`src/rtl/hqm_rcfwl_gclk_syncgen.sv`:
```
// hqm_rcfwl_gclk_syncgen: 12-cycle-grid reference sync pulse generator with resync handshake and lock flag
module hqm_rcfwl_gclk_syncgen #(
  parameter int SETTLE_CYC = 64,
  parameter int SYNC_WIDTH = 2,
  parameter int PERIOD_W = 8
) (
  input  logic                x4clk_in,
  input  logic                rst_b,
  input  logic                en,
  input  logic [PERIOD_W-1:0] period_mult,
  input  logic                resync_req,
  output logic                resync_ack,
  output logic                sync,
  output logic                locked,
  output logic [7:0]          sync_cnt
);
  localparam int STW = $clog2(SETTLE_CYC + 1);
  localparam int CW = PERIOD_W + 4;
  typedef enum logic [1:0] {IDLE, SETTLE, PULSE, RUN} state_t;
  state_t state, state_n;
  logic [STW-1:0] settle_cnt, settle_cnt_n;
  logic [2:0] pulse_cnt, pulse_cnt_n;
  logic [3:0] grid, grid_n;
  logic [CW-1:0] per_cnt, per_cnt_n, per_last;
  logic [PERIOD_W-1:0] period_reg, period_reg_n;
  logic sync_n, ack_n, locked_n, fire, start;
  logic [7:0] sync_cnt_n;
  // last count of a 12*period_reg-cycle period; period_reg is never 0 when this is used
  assign per_last = (CW'(period_reg) << 3) + (CW'(period_reg) << 2) - CW'(1);
  always_comb begin
    fire = (state == RUN) && ((period_reg != '0 && per_cnt == per_last) || (resync_req && grid == 4'd11));
    start = (state == SETTLE && settle_cnt == '0) || fire;
    state_n = state;
    settle_cnt_n = settle_cnt;
    pulse_cnt_n = pulse_cnt;
    grid_n = (grid == 4'd11) ? 4'd0 : grid + 4'd1;
    per_cnt_n = per_cnt + CW'(1);
    period_reg_n = period_reg;
    sync_n = sync;
    ack_n = 1'b0;
    locked_n = locked;
    sync_cnt_n = sync_cnt;
    if (!en) begin
      state_n = IDLE;
      sync_n = 1'b0;
      locked_n = 1'b0;
      settle_cnt_n = '0;
      pulse_cnt_n = '0;
      grid_n = '0;
      per_cnt_n = '0;
    end else if (start) begin
      state_n = PULSE;
      sync_n = 1'b1;
      ack_n = resync_req;
      sync_cnt_n = sync_cnt + 8'd1;
      pulse_cnt_n = '0;
      grid_n = '0;
      per_cnt_n = '0;
      period_reg_n = period_mult;
    end else begin
      case (state)
        IDLE: begin
          state_n = SETTLE;
          settle_cnt_n = STW'(SETTLE_CYC - 1);
        end
        SETTLE: settle_cnt_n = settle_cnt - STW'(1);
        PULSE: begin
          pulse_cnt_n = pulse_cnt + 3'd1;
          if (pulse_cnt == 3'(SYNC_WIDTH - 1)) begin
            state_n = RUN;
            sync_n = 1'b0;
            locked_n = 1'b1;
          end
        end
        default: ;
      endcase
    end
  end
  always_ff @(posedge x4clk_in) begin
    if (!rst_b) begin
      state <= IDLE;
      settle_cnt <= '0;
      pulse_cnt <= '0;
      grid <= '0;
      per_cnt <= '0;
      period_reg <= '0;
      sync <= 1'b0;
      resync_ack <= 1'b0;
      locked <= 1'b0;
      sync_cnt <= '0;
    end else begin
      state <= state_n;
      settle_cnt <= settle_cnt_n;
      pulse_cnt <= pulse_cnt_n;
      grid <= grid_n;
      per_cnt <= per_cnt_n;
      period_reg <= period_reg_n;
      sync <= sync_n;
      resync_ack <= ack_n;
      locked <= locked_n;
      sync_cnt <= sync_cnt_n;
    end
  end
endmodule
```
`config.mk`:
```
export PLATFORM = sky130hd
export DESIGN_NAME = hqm_rcfwl_gclk_syncgen
export DESIGN_NICKNAME = d
export VERILOG_FILES = /design/src/rtl/hqm_rcfwl_gclk_syncgen.sv
export SDC_FILE = /design/constraint.sdc
export NUM_CORES = 1
export LEC_CHECK = 0
export BUFFER_PORTS_ARGS = -buffer_cell sky130_fd_sc_hd__buf_2
export CELL_PAD_IN_SITES_DETAIL_PLACEMENT = 1
export CELL_PAD_IN_SITES_GLOBAL_PLACEMENT = 2
export CORE_ASPECT_RATIO = 1.2
export CORE_MARGIN = 1
export CORE_UTILIZATION = 33
export CTS_BUF_LIST = sky130_fd_sc_hd__clkbuf_16
export DETAILED_ROUTE_END_ITERATION = 10
export GPL_TIMING_DRIVEN = 0
export PLACE_DENSITY_LB_ADDON = 0.1
export SETUP_SLACK_MARGIN = 0.05
export SYNTH_ARGS = -nofsm -noshare
export SYNTH_HDL_FRONTEND = slang
export SYNTH_SLANG_ARGS = --single-unit
export TNS_END_PERCENT = 50
```
`constraint.sdc`:
```
create_clock -name x4clk_in -period 2.8 [get_ports x4clk_in]
set_input_delay 0.28 -clock x4clk_in [delete_from_list [all_inputs] [get_ports x4clk_in]]
set_output_delay 0.28 -clock x4clk_in [all_outputs]
set_load 0.01 [all_outputs]
```
==> parameters.txt, run 1 <==
Parameter                              Value

Finish
  Final #Nets ... 402
  Most common cell after layout, fill and taps aside ... sky130_fd_sc_hd__nand2_1
  Share of the core filled with cells ... 0.425
  Ant diodes ... 0
  Largest register FFs ... 12
  Area growth from synthesis to final layout ... 23.5%
  Commonest cells after routing, fill and taps aside ... sky130_fd_sc_hd__nand2_1 (43), sky130_fd_sc_hd__dfxtp_1 (42), sky130_fd_sc_hd__inv_1 (21), sky130_fd_sc_hd__buf_2 (21), sky130_fd_sc_hd__mux2i_1 (19)
  Final cell count without fillers ... 481
  Fraction of layout instances using a drive strength above 1 ... 0.243

Synthesis
  Share of async-settable or async-resettable flops after synthesis ... 0
  Cells after synthesis ... 325
  Synth Area in Adders ... 0.109
  Largest family of logic cells by synthesized area ... simple AND/OR/NAND/NOR gates
  Area share of and/or/nand/nor cells after synthesis ... 0.220
  Fraction of post-synthesis cell area in the top cell type by area ... 0.333
  Distinct cell type count of the synthesized netlist ... 48
  Sequential cell area fraction in the yosys report ... 0.333
  Leading register cell type out of synthesis ... sky130_fd_sc_hd__dfxtp_1
  Cell Area, Synth ... 0.00282 mm^2
  Synth warnings ... 0
  Leading area contributor after synthesis ... sky130_fd_sc_hd__dfxtp_1
  Share of synthesized area spent on multiplexers ... 0.0674
  Post-synthesis net count ... 361
  Area share of xor/xnor cells in the synthesized design ... 0.0772
  Biggest area contributors in the synthesized netlist ... sky130_fd_sc_hd__dfxtp_1 (33%), sky130_fd_sc_hd__ha_1 (10%), sky130_fd_sc_hd__mux2i_1 (6.7%)
  Synthesized-area fraction occupied by ao, oa, aoi and oai cells ... 0.141
  Mean Syn Cell Area ... 8.68 um^2
  Post-synth EDFFs ... 0
  Post-synthesis register bit count ... 47

Detailed routing
  Antenna viol nets, final ... 0
  First-iteration detailed-routing DRC count ... 48
  Initial DRT Pass Iterations ... 4
  Post-route DRC violation count ... 0
  Overall routed net length ... 6650 um
  Wire length per cell after detailed routing ... 13.8 um
  Via density per instance ... 4.89
  Number of vias after detailed routing ... 2354

Clocking
  Clock-pin slew of the registers on the worst-case setup and hold paths ... 0.07 ns
  Clock tree buffer depth ... 2
  TritonCTS clock tree ... yes
  Root buffer cell ... sky130_fd_sc_hd__clkbuf_16
  Worst skew pair latency ... 0.28 ns
  Number of buffers created by CTS ... 5
  Clock H-tree levels ... 2
  Clock Sinks ... 47

Floorplan
  Area of the die ... 0.00893 mm^2
  X dimension of the die ... 86.4 um
  Overall die height ... 103 um
  Core box area ... 0.00820 mm^2
  Std-Cell Rows ... 36
  I/O pin total ... 23
  Effective utilization at floorplan ... 0.344

Placement
  Routability Congestion ... 0.715
  Estimated wirelength of the detail-placed design ... 5030 um
  Post-Place Setup Slack ... -0.493 ns
  Placed Cells ... 460
  Port Buf Inserts ... 21

STA
  Final worst clock skew ... 0.00585 ns
  Max-Slew Margin vs Limit ... 0.682
  Slew of the pin with the lowest slew margin ... 0.477 ns
  Total negative setup slack ... -0.456 ns
  Count of final max-slew check failures ... 0
  Part of the cycle the worst path needs ... 1.02
  Worst-case setup margin in the final layout ... -0.0672 ns
  Tmin final ... 2.87 ns
  Setup repair after global routing missed its margin ... true
  Hold violation count in the final report ... 0
  Achievable clock frequency ... 0.349 GHz
  Number of failing setup endpoints in the final timing report ... 25

Pwr
  Portion of total power attributed to the clock network ... 0.391
  Switching share of power ... 0.263
  Leakage power total ... 0.00142 uW
  Peak supply drop ... 0.000263 V
  Share of total power in combinational logic ... 0.147
  Net Sw Power ... 393 uW
  Total power after layout ... 1500 uW
  Pwr Density ... 430 mW/mm^2
  Fraction of power consumed by sequential logic ... 0.462
  Cell internal power dissipation ... 1100 uW

Min path
  Worst min path class ... primary input to flip-flop

GRT
  Largest net degree at the start of global routing ... 16
  Initial antenna violation count ... 0
  Global-route usage over all layers ... 0.162
  First-pass GRT wire length ... 11400 um
  Vias in the first global route ... 2470
  Remaining Overflow, GRT ... 0

Run status
  Outcome ... finished, violations left
  Violated checks ... negative setup slack

Worst setup path
  Crit path max fanout ... 7
  Worst EP required ... 3.02 ns
  CP arrival ... 3.08 ns
  Kind of capture point of the worst setup path ... flip-flop
  Startpoint type of the worst setup path ... flip-flop
  Crit Path Class ... flip-flop to flip-flop

Flow run
  Reported max-cap violation count ... 0
routing by layer:
layer | wire [um] | track usage | part of all wire | vias to the layer above
met5 | 0 | 0 | 0 | -
met4 | 44 | 0.0346 | 0.0066 | 0
met3 | 107 | 0.0238 | 0.016 | 4
met2 | 3460 | 0.305 | 0.52 | 17
met1 | 3030 | 0.195 | 0.46 | 1143
li1 | - | - | - | 1190
critical path, cell delays in order (launching register included):
cell and delay (ns):
sky130_fd_sc_hd__dfxtp_2 0.32, sky130_fd_sc_hd__inv_2 0.07, sky130_fd_sc_hd__ha_4 0.13, sky130_fd_sc_hd__inv_2 0.04
sky130_fd_sc_hd__fa_2 0.54, sky130_fd_sc_hd__nor2b_4 0.17, sky130_fd_sc_hd__o32ai_2 0.08, sky130_fd_sc_hd__a211o_1 0.27
sky130_fd_sc_hd__a2111oi_4 0.26, sky130_fd_sc_hd__o2111ai_4 0.28, sky130_fd_sc_hd__buf_4 0.22, sky130_fd_sc_hd__o41ai_4 0.21
sky130_fd_sc_hd__mux2i_1 0.21
metrics by stage:
| stage | hold WS, ns | area, um^2 |
|---|---|---|
| 3_5_place_dp | 0.440 | 3090 |
| 6_report | 0.228 | 3490 |
| 3_3_place_gp | 0.434 | 3090 |
| 5_1_grt | 0.257 | 3490 |
| 2_1_floorplan | 0.394 | 2840 |
| 4_1_cts | 0.230 | 3470 |
power by group through the flow:
| stage | registers (uW) | clock network, uW | logic, uW |
|---|---|---|---|
| finish | 693 | 585 | 220 |
| global route | 694 | 635 | 247 |
| CTS | 693 | 606 | 225 |
| detailed placement | 710 | 0 | 181 |
| global placement | 709 | 0 | 177 |
| floorplan | 706 | 0 | 135 |
cells in the mapped netlist (2+ instances only):
cell type and count:
sky130_fd_sc_hd__dfxtp_1 47, sky130_fd_sc_hd__nand2_1 43, sky130_fd_sc_hd__inv_1 26, sky130_fd_sc_hd__ha_1 23, sky130_fd_sc_hd__mux2i_1 19, sky130_fd_sc_hd__nand3_1 17
sky130_fd_sc_hd__nor2_1 15, sky130_fd_sc_hd__a21oi_1 13, sky130_fd_sc_hd__xor2_1 12, sky130_fd_sc_hd__xnor2_1 11, sky130_fd_sc_hd__nand2b_1 10, sky130_fd_sc_hd__nor2_2 10
sky130_fd_sc_hd__o21ai_0 9, sky130_fd_sc_hd__clkbuf_1 7, sky130_fd_sc_hd__and3_1 6, sky130_fd_sc_hd__nand4_1 6, sky130_fd_sc_hd__o21a_1 5, sky130_fd_sc_hd__or3_1 5
sky130_fd_sc_hd__o22ai_1 4, sky130_fd_sc_hd__nor2b_1 3, sky130_fd_sc_hd__a21o_1 2, sky130_fd_sc_hd__and2_1 2, sky130_fd_sc_hd__nor3_1 2, sky130_fd_sc_hd__nor3b_1 2
sky130_fd_sc_hd__o21ai_1 2, sky130_fd_sc_hd__o41ai_2 2
layout make-up:
| type | count | area (um^2) |
|---|---|---|
| buffer | 9 | 41.3 |
| clock buffer | 5 | 125 |
| clock inverter | 3 | 20.0 |
| fill | 983 | 4710 |
| inverter | 26 | 103 |
| multi-input combinational | 242 | 1880 |
| sequential | 47 | 952 |
| tap | 114 | 143 |
| timing repair buffer | 35 | 221 |
final timing paths:
path,from,endpoint,slack [ns],cells after the start
max,period_reg[5],sync_cnt[7],-0.07,12
min,resync_req,resync_ack,0.23,3
max reg2reg,period_reg[5],sync_cnt[7],-0.07,12
min reg2reg,locked,locked,0.45,2
kinds of logic after synthesis:
group | count (synthesis)
flops | 47
xor+xnor | 24
simple gates | 125
mux | 19
buf+inv | 36
fa+ha+maj | 24
compound gates | 50
repair_timing:
item,4_1_cts,5_1_grt
gates resized for setup,27,9
pin swaps,9,2
setup endpoints to repair,38,38
cloned,1,0
hold buffers,0,0
setup buffers,12,2
(Power assumes the default switching activity.)
==> run 2: changes to the inputs <==
Clock period 2.8 ns to 2.5 ns, I/O delays scaled along.
==> run 2 against run 1 <==
The flow still finishes with violations (negative setup slack). Critical path depth did not move. Hold slack lost 0.028 ns. Clock power grew 35%. Power up 21%. Maximum frequency rose by 0.27%. Combinational power increased by 9.1%. Wire length is 2.1% higher. Sequential share of layout area shrank 0.21 points. Utilization grew 0.34 points. Clock skew grew 0.0025 ns. Setup slack worse by 0.29 ns. Critical path type unchanged. Critical endpoint is now sync_cnt[6].
==> parameters.txt, run 2 (same netlist as run 1, synthesis figures left out) <==
Parameter                              Value

Run status
  Violated checks ... negative setup slack
  Outcome ... finished, violations left

STA
  Final worst clock skew ... 0.00832 ns
  Achievable clock frequency ... 0.350 GHz
  Setup repair after global routing missed its margin ... true
  Number of failing setup endpoints in the final timing report ... 38
  Slew of the pin with the lowest slew margin ... 0.489 ns
  Max-Slew Margin vs Limit ... 0.674
  Tmin final ... 2.86 ns
  Count of final max-slew check failures ... 0
  Part of the cycle the worst path needs ... 1.14
  Total negative setup slack ... -11.28 ns
  Worst-case setup margin in the final layout ... -0.360 ns
  Hold violation count in the final report ... 0

Pwr
  Total power after layout ... 1810 uW
  Pwr Density ... 514 mW/mm^2
  Leakage power total ... 0.00148 uW
  Peak supply drop ... 0.000280 V

Detailed routing
  Number of vias after detailed routing ... 2327
  Wire length per cell after detailed routing ... 14.1 um
  Initial DRT Pass Iterations ... 2
  Overall routed net length ... 6780 um
  Via density per instance ... 4.85
  First-iteration detailed-routing DRC count ... 51
  Post-route DRC violation count ... 0
  Antenna viol nets, final ... 0

Clocking
  Root buffer cell ... sky130_fd_sc_hd__clkbuf_16
  Clock H-tree levels ... 2
  Number of buffers created by CTS ... 5
  Clock Sinks ... 47
  Number of buffers added to fix hold violations after cts ... 0
  Clock tree buffer depth ... 2
  Clock-pin slew of the registers on the worst-case setup and hold paths ... 0.07 ns
  Worst skew pair latency ... 0.29 ns
  TritonCTS clock tree ... yes

Placement
  Post-Place Cell Area ... 0.00309 mm^2
  Estimated wirelength of the detail-placed design ... 5040 um
  Post-Place Setup Slack ... -0.685 ns
  Routability Congestion ... 0.694
  Port Buf Inserts ... 21

Floorplan
  Area of the die ... 0.00893 mm^2
  Core box area ... 0.00820 mm^2
  X dimension of the die ... 86.4 um
  I/O pin total ... 23
  Std-Cell Rows ... 36
  Effective utilization at floorplan ... 0.344
  Overall die height ... 103 um

GRT
  First-pass GRT wire length ... 11400 um
  Initial antenna violation count ... 0
  Vias in the first global route ... 2412
  Global-route usage over all layers ... 0.164
  Largest net degree at the start of global routing ... 17
  Remaining Overflow, GRT ... 0

Finish
  Ant diodes ... 0
  Commonest cells after routing, fill and taps aside ... sky130_fd_sc_hd__nand2_1 (43), sky130_fd_sc_hd__dfxtp_1 (42), sky130_fd_sc_hd__buf_2 (21)
  Post-layout instance area ... 0.00351 mm^2
  Most common cell after layout, fill and taps aside ... sky130_fd_sc_hd__nand2_1
  Area growth from synthesis to final layout ... 24.5%
  Final #Nets ... 401
  Largest register FFs ... 12
  Layout filler cell count ... 999
  Share of the core filled with cells ... 0.429
  Fraction of layout instances using a drive strength above 1 ... 0.238

Worst setup path
  Count of buffer and inverter cells on the critical path ... 3
  CP peak stage delay ... 0.51 ns
  Worst EP required ... 2.72 ns
  Kind of capture point of the worst setup path ... flip-flop
  Critical path's slowest cell ... sky130_fd_sc_hd__fa_1
  Startpoint type of the worst setup path ... flip-flop
  Cell breakdown of the critical path ... inv_4, ha_4, inv_2, fa_1, nor2b_4, o32ai_2, a211o_1, a2111oi_4, o2111ai_4, buf_12, o41ai_4, mux2i_1
  Kind of cell adding the most delay to the critical path ... compound AO/OA/AOI/OAI gates
  Crit path max fanout ... 5
  Crit Path Class ... flip-flop to flip-flop
  CP arrival ... 3.08 ns

Flow run
  Reported max-cap violation count ... 0

Min path
  Worst min path class ... primary input to flip-flop
[run 2: where the power goes]
part,total [uW],switching [uW],internal [uW]
clock network,791,313,478
registers,776,14.3,762
logic,240,138,102
total,1810,465,1340
[run 2: worst min-delay path, stage by stage]
cell and delay [ns]:
sky130_fd_sc_hd__buf_2 0.11, sky130_fd_sc_hd__nand2_1 0.05, sky130_fd_sc_hd__nor2_1 0.04
[run 2: final cells by class]
cell class	count	area, um^2	area share
Buffer	10	56.3	0.0160
Sequential cell	47	952	0.271
Inverter	26	103	0.0292
Clock buffer	5	125	0.0356
Tap cell	114	143	0.0406
Timing Repair Buffer	33	219	0.0623
Multi-Input combinational cell	242	1870	0.532
Clock inverter	3	47.5	0.0135
[run 2: layer usage]
layer / part of all wire / GRT usage / vias up
met2: 0.53 / 0.304 / 14
met3: 0.012 / 0.0238 / 2
met4: 0.0046 / 0.0385 / 0
met5: 0 / 0 / -
li1: - / - / 1185
met1: 0.45 / 0.200 / 1126
[run 2: per-stage QoR]
| step | std cells | hold WS, ns |
|---|---|---|
| 6_report | 480 | 0.200 |
| 5_1_grt | 480 | 0.203 |
| 4_1_cts | 474 | 0.201 |
| 3_5_place_dp | 460 | 0.443 |
| 3_3_place_gp | 460 | 0.435 |
| 2_1_floorplan | 325 | 0.364 |
[run 2: timing repair]
item	4_1_cts	5_1_grt
gates resized for setup	13	21
endpoints found under the setup margin	38	38
buffers inserted	6	5
gates cloned	0	1
pin swaps	6	10
[run 2: path summary, 6_finish.rpt]
check / startpoint / end / slack (ns) / cells after the start
hold / removal: resync_req / resync_ack / 0.20 / 3
setup / recovery: period_reg[5] / sync_cnt[6] / -0.36 / 12
setup reg to reg: period_reg[5] / sync_cnt[6] / -0.36 / 12
hold reg to reg: locked / locked / 0.45 / 2
